===== src/rtl/comp_operand_loader.sv =====
// Drives the nibble/push-button loading interface of an 8-bit comparator:
// presents four nibbles on Y, strobes PB1..PB4, then samples l/g/e once settled.
module comp_operand_loader #(
   parameter int unsigned SETUP_CYC  = 1,
   parameter int unsigned SETTLE_CYC = 2
) (
   input  logic       clk,
   input  logic       rst_n,
   input  logic       start,
   input  logic [7:0] a,
   input  logic [7:0] b,
   input  logic       l,
   input  logic       g,
   input  logic       e,
   output logic [3:0] Y,
   output logic       PB1,
   output logic       PB2,
   output logic       PB3,
   output logic       PB4,
   output logic       busy,
   output logic       done,
   output logic       lt,
   output logic       gt,
   output logic       eq,
   output logic       err
);

   localparam int unsigned MAX_CYC = (SETUP_CYC > SETTLE_CYC) ? SETUP_CYC : SETTLE_CYC;
   localparam int unsigned CNT_W   = (MAX_CYC > 1) ? $clog2(MAX_CYC) : 1;

   typedef enum logic [2:0] {
      S_IDLE,
      S_PRESENT,
      S_STROBE,
      S_SETTLE,
      S_RELEASE
   } state_e;

   state_e           state_q, state_d;
   logic [1:0]       idx_q, idx_d;
   logic [CNT_W-1:0] cnt_q, cnt_d;
   logic [7:0]       opa_q, opa_d;
   logic [7:0]       opb_q, opb_d;
   logic [3:0]       y_q, y_d;
   logic [3:0]       pb_q, pb_d;
   logic             busy_q, busy_d;
   logic             done_q, done_d;
   logic             lt_q, lt_d;
   logic             gt_q, gt_d;
   logic             eq_q, eq_d;
   logic             err_q, err_d;
   logic [3:0]       nib;
   logic             one_hot;

   // Nibble selected by the current sequence index
   always_comb begin
      nib = 4'h0;
      case (idx_q)
         2'd0:    nib = opa_q[3:0];
         2'd1:    nib = opa_q[7:4];
         2'd2:    nib = opb_q[3:0];
         default: nib = opb_q[7:4];
      endcase
   end

   assign one_hot = ({l, g, e} == 3'b100) || ({l, g, e} == 3'b010) || ({l, g, e} == 3'b001);

   // Outputs follow the state one cycle later, so Y settles before each PB edge
   always_comb begin
      state_d = state_q;
      idx_d   = idx_q;
      cnt_d   = cnt_q;
      opa_d   = opa_q;
      opb_d   = opb_q;
      y_d     = y_q;
      pb_d    = pb_q;
      busy_d  = busy_q;
      done_d  = done_q;
      lt_d    = lt_q;
      gt_d    = gt_q;
      eq_d    = eq_q;
      err_d   = err_q;

      case (state_q)
         S_IDLE: begin
            y_d    = 4'h0;
            pb_d   = 4'h0;
            busy_d = 1'b0;
            if (start) begin
               opa_d   = a;
               opb_d   = b;
               busy_d  = 1'b1;
               idx_d   = 2'd0;
               cnt_d   = '0;
               state_d = S_PRESENT;
            end
         end
         S_PRESENT: begin
            y_d = nib;
            if (cnt_q == CNT_W'(SETUP_CYC - 1)) begin
               cnt_d   = '0;
               state_d = S_STROBE;
            end else begin
               cnt_d = cnt_q + CNT_W'(1);
            end
         end
         S_STROBE: begin
            y_d   = nib;
            pb_d  = pb_q | (4'b0001 << idx_q);
            cnt_d = '0;
            if (idx_q == 2'd3) begin
               state_d = S_SETTLE;
            end else begin
               idx_d   = idx_q + 2'd1;
               state_d = S_PRESENT;
            end
         end
         S_SETTLE: begin
            y_d  = opb_q[7:4];
            pb_d = 4'hF;
            if (cnt_q == CNT_W'(SETTLE_CYC - 1)) begin
               cnt_d   = '0;
               lt_d    = l;
               gt_d    = g;
               eq_d    = e;
               err_d   = ~one_hot;
               done_d  = 1'b1;
               state_d = S_RELEASE;
            end else begin
               cnt_d = cnt_q + CNT_W'(1);
            end
         end
         S_RELEASE: begin
            done_d  = 1'b0;
            pb_d    = 4'h0;
            y_d     = 4'h0;
            busy_d  = 1'b0;
            state_d = S_IDLE;
         end
         default: begin
            state_d = S_IDLE;
         end
      endcase
   end

   always_ff @(posedge clk) begin
      if (!rst_n) begin
         state_q <= S_IDLE;
         idx_q   <= 2'd0;
         cnt_q   <= '0;
         opa_q   <= 8'h00;
         opb_q   <= 8'h00;
         y_q     <= 4'h0;
         pb_q    <= 4'h0;
         busy_q  <= 1'b0;
         done_q  <= 1'b0;
         lt_q    <= 1'b0;
         gt_q    <= 1'b0;
         eq_q    <= 1'b0;
         err_q   <= 1'b0;
      end else begin
         state_q <= state_d;
         idx_q   <= idx_d;
         cnt_q   <= cnt_d;
         opa_q   <= opa_d;
         opb_q   <= opb_d;
         y_q     <= y_d;
         pb_q    <= pb_d;
         busy_q  <= busy_d;
         done_q  <= done_d;
         lt_q    <= lt_d;
         gt_q    <= gt_d;
         eq_q    <= eq_d;
         err_q   <= err_d;
      end
   end

   assign Y    = y_q;
   assign PB1  = pb_q[0];
   assign PB2  = pb_q[1];
   assign PB3  = pb_q[2];
   assign PB4  = pb_q[3];
   assign busy = busy_q;
   assign done = done_q;
   assign lt   = lt_q;
   assign gt   = gt_q;
   assign eq   = eq_q;
   assign err  = err_q;

endmodule


===== config.mk =====
export PLATFORM = sky130hd
export DESIGN_NAME = comp_operand_loader
export DESIGN_NICKNAME = d
export VERILOG_FILES = /design/src/rtl/comp_operand_loader.sv
export SDC_FILE = /design/constraint.sdc
export NUM_CORES = 1
export LEC_CHECK = 0
export ABC_AREA = 1
export CAP_MARGIN = 20
export CELL_PAD_IN_SITES_DETAIL_PLACEMENT = 0
export CELL_PAD_IN_SITES_GLOBAL_PLACEMENT = 1
export CORE_MARGIN = 4
export CORE_UTILIZATION = 25
export DETAILED_ROUTE_END_ITERATION = 8
export GPL_ROUTABILITY_DRIVEN = 0
export PLACE_DENSITY_LB_ADDON = 0.1
export SYNTH_ARGS = -nofsm -noshare
export SYNTH_HDL_FRONTEND = slang
export SYNTH_SLANG_ARGS = --single-unit

===== constraint.sdc =====
create_clock -name clk -period 2.8 [get_ports clk]
set_clock_uncertainty 0.2 [all_clocks]
set_input_delay 0.56 -clock clk [delete_from_list [all_inputs] [get_ports clk]]
set_output_delay 0.56 -clock clk [all_outputs]
set_load 0.02 [all_outputs]

[Yosys cells after proc, flatten, opt, wreduce, memory -nomap -nowiden]
Index checks and enable logic that the tools add are counted.
Storage, ports and cells
  register bits after elaboration: 36
  latch bits: 0
  bits in writable memories: 0
  bits in read-only memories: 0
  output and inout port bits: 14
  logic and storage cells: 69
  memories kept: 0
Operators by class
  add/subtract/negate cells: 2
  multiply operators: 0
  divide/modulo/power cells: 0
  $lt $le $gt $ge: 0
  eq/ne operators: 14
  shift-type cells: 1
  muxes and demuxes: 19
  bitwise gates (word level): 2
  reductions and logical operators: 18
Operator list (count)
  4-bit case mux with 3 select lines: 3
  3-bit case mux with 4 select lines: 1
  3-bit by 2-bit equality test with 1-bit output (second input constant): 3
  3-bit 2-to-1 mux: 3
  2-bit != test (second input constant): 4
  2-bit AND reduction: 4
  3-bit by 1-bit equality test with 1-bit output (second input constant): 2
  3-bit equality test (second input constant): 2
  2-bit 2-to-1 mux: 3
  3-bit AND reduction: 2
  2-bit nonzero test: 3
  3-bit nonzero test: 2
  1-bit 2-to-1 mux: 5
  2-bit equality test (second input constant): 2
  4-bit OR: 1
  1-bit case mux with 2 select lines: 2
  1-bit case mux with 4 select lines: 1
  2-bit case mux with 2 select lines: 1
  4-bit nonzero test: 1
  2-bit OR reduction: 2
  1-bit by 2-bit left shift with 4-bit output (first input constant): 1
  3-bit zero test: 1
  2-bit by 1-bit adder with 2-bit output (second input constant): 1
  2-bit by 1-bit equality test with 1-bit output (second input constant): 1
  other kinds (4): 5

[Logic depth before layout (Yosys ltp)]
  depth after elaboration: 4
  gate-level depth with buffers: 10

[Least setup slack after synthesis]
Ideal clock, no wire load.
  path type: register to register
  start point: register idx_q[0]
  end point: register y_q[3], in the netlist Y[3]
  arrival time: 1141 ps
  required time: 2530 ps
  setup slack: 1389 ps
  stages on the path, launching flop included: 6
  period minus slack after synthesis: 1411 ps
  cells stage by stage: dfxtp_1 ha_1 inv_1 o21ai_0 a21oi_1 a21oi_1
Between the ends
  cells in the longest elaborated chain, start to end: 3
  elaborated cells between the ends (all ways): 5
RTL lines
  from (decl): line 40  | logic [1:0] idx_q, idx_d;
  from (signal assigned): line 163  | idx_q <= idx_d;
  2-bit equality test (tied with other cells): line 58  | case (idx_q)
  4-bit case mux with 3 select lines *: line 58
  4-bit case mux with 3 select lines *: line 84  | case (state_q)
  to (signal assigned): line 167  | y_q <= y_d;
  to (decl): line 44  | logic [3:0] y_q, y_d;
Every way passes the cells marked *; elsewhere a longest branch is shown, timed or not.
A chain may end at the register's enable or synchronous reset.

[Worst setup path after layout]
  start point: register pb_q[1]
  end point: output port PB2
RTL lines
  from (decl): line 45  | logic [3:0] pb_q, pb_d;
  from (signal assigned): line 168  | pb_q <= pb_d;
  to (decl): line 17  | output logic PB2,
No word-level cell between the ends.

==> results.toml <==
[sta]
drv_slew = 0
relSlewSlack_pct = 72.4
setup_tns_ps = 0
max_clock_freq_mhz = 497
period_share_pct = 71.9
worst-slew-pin-transition_ps = 410
rsz0062_at_grt = "false"
finalSetupViolCount = 0
finalHoldViolCount = 0
period_minus_slack_ps = 2010

[yosys]
ys_async_sr_fraction_pct = 0
ys_seq_area_share_pct = 45.9
syn_nets = 240
yosysWarningCount = 0
ys.flop_type = "dfxtp_1"
ys_ff_latch = 36
yosysTopAreaCellShare_pct = 45.9
yosys.area.top_type = "dfxtp_1"
synthCells = 214
synth.area.top_cells = "dfxtp_1, a21oi_1, o21ai_0, nand2_1, inv_1"
synthDistinctLibCells = 22
ys_top_cells_by_count = "a21oi_1, dfxtp_1, nand2_1"
synth-edff-count = 0
syn_avg_cell_area_um2 = 7.34
netlist_area_um2 = 1570

[drt]
vias = 1409
route.detailed.drc = 0
via_per_inst = 4.30
firstDrtPassIters = 4
avgRoutedWirePerCell_um = 12.0
drt-initial-drc-count = 49
ant_nets = 0
detail_route.wirelength_um = 3950

[critical_path]
crit_slowest_cell = "clkdlybuf4s50_1"
crit_path_end_kind = "primary output"
cp_cell_sequence = "clkdlybuf4s50_1"
slowest_delay_ps = 610
path_max_fanout = 3
arrival_ps = 1250
worstPathRequired_ps = 2040
worst_setup_path_start_kind = "flop"
critical_path_class = "flop to primary output"
crit_buf_inv = 1
crit_family = "buffers and inverters"

[floorplanning]
die_area_um2 = 7610
die_h_um = 87.3
rows = 28
core_um2 = 5990
die_w_um = 87.3
initial_utilization_pct = 26.2
io_pins = 36

[cts]
clkSinkCount = 36
clock_path_buffers = 2
ctsResizeCount = 0
post-cts-setup-buffers = 0
cts_tree = "done"
cts_root_buf = "clkbuf_8"
holdBufCountCts = 0
cts-htree-levels = 2
insertion_delay_ps = 280
cts_buffers = 5
cts.reportedPaths.clkPinSlew_ps = 70

[placed_design]
port_buffers = 35
place_hpwl_um = 3020

[cells_and_area]
final_layout_size_suffix_gt1_share_pct = 5.93
finalNetCount = 278
num_antenna_cells = 0
area_growth_pct = 32.9

[grt]
grt.overflow.total = 0
grt_max_degree = 34
gr-usage-all-layers_pct = 10.8
grt_pass1_wl_um = 6390
grt_pass1_vias = 1332
grt_antenna_before_repair = 0

[pwr]
p_leak_uw = 0.000823
power_uw = 1230
p_per_area_nw_per_um2 = 588
peakVddDrop_v = 0.000240

[status]
status = "complete, no violations"

[run]
maxCapViolCount = 0

[hold_path]
worstHoldPathType = "flop to flop"
cells in the final DEF, fill, tap and decap left out:
cell and count:
a21oi_1 36, a31oi_1 2, buf_4 3, clkbuf_1 2, clkbuf_8 6, clkdlybuf4s50_1 35
dfxtp_1 36, ha_1 4, inv_1 32, inv_2 1, nand2_1 34, nand2_2 1
nand3_1 11, nor2_1 13, nor2_2 3, nor2_4 1, nor3_1 1, o211ai_1 1
o21ai_0 27, o21ai_1 1, o31ai_1 3
metrics by stage:
stage | area (um2) | utilization, % | hold slack [ps] | setup slack (ps) | std cells
2_1_floorplan | 1570 | - | 223 | 1390 | 214
3_3_place_gp | 2000 | 33.3 | 236 | 825 | 320
3_5_place_dp | 2000 | 33.3 | 239 | 796 | 320
4_1_cts | 2090 | 34.8 | 250 | 770 | 328
5_1_grt | 2090 | 34.8 | 265 | 738 | 328
6_report | 2090 | 34.8 | 246 | 787 | 328
registers in the layout, summed over array words and instances (netlist names):
name,cells
err,1
opb_q,8
idx_q,2
gt,1
cnt_q,1
done,1
opa_q,8
state_q,3
eq,1
lt,1
pb_q,4
busy,1
Y,4
cell type report:
class | count | area, um2
clock buffer | 8 | 90.1
timing repair buffer | 38 | 373
inverter | 33 | 124
sequential | 36 | 721
fill | 664 | 3900
multi-input combinational | 138 | 686
tap | 75 | 93.8
report_power, final:
| part | internal, uW | leakage (uW) | switching, uW |
|---|---|---|---|
| combinational | 109 | 0.000482 | 146 |
| sequential | 561 | 0.000295 | 37.1 |
| clock | 201 | 0.0000455 | 174 |
worst reg2reg max path, cell delays in order (launching register included):
cell and delay, ps:
dfxtp_1 390, ha_1 310, inv_1 130, o21ai_0 380
a21oi_1 120, a21oi_1 150
final timing paths:
path,startpoint,end,slack [ps],depth (start not counted)
hold / removal,opa_q[5]$_SDFFE_PN0P_,opa_q[5]$_SDFFE_PN0P_,250,2
setup / recovery,pb_q[1]$_SDFFE_PN0P_,PB2,790,1
setup reg to reg,idx_q[0]$_SDFFE_PN0P_,Y[1]$_SDFFE_PN0P_,1060,5
hold reg to reg,opa_q[5]$_SDFFE_PN0P_,opa_q[5]$_SDFFE_PN0P_,250,2
layer usage:
metal | part of all wire [%] | GRT usage, %
met1 | 51 | 15.0
met4 | 0.76 | 3.77
met2 | 45 | 16.0
met5 | 0 | 0
met3 | 3.3 | 3.03
kinds of logic after synthesis:
logic type	Yosys count	share of synthesized area [%]
buffers and inverters	40	10.4
flip-flops	36	45.9
AO/OA/AOI/OAI	70	23.1
adder cells (fa/ha/maj)	4	3.19
AND/OR/NAND/NOR	64	17.4
Note: power is estimated with default switching activity, not from simulation.
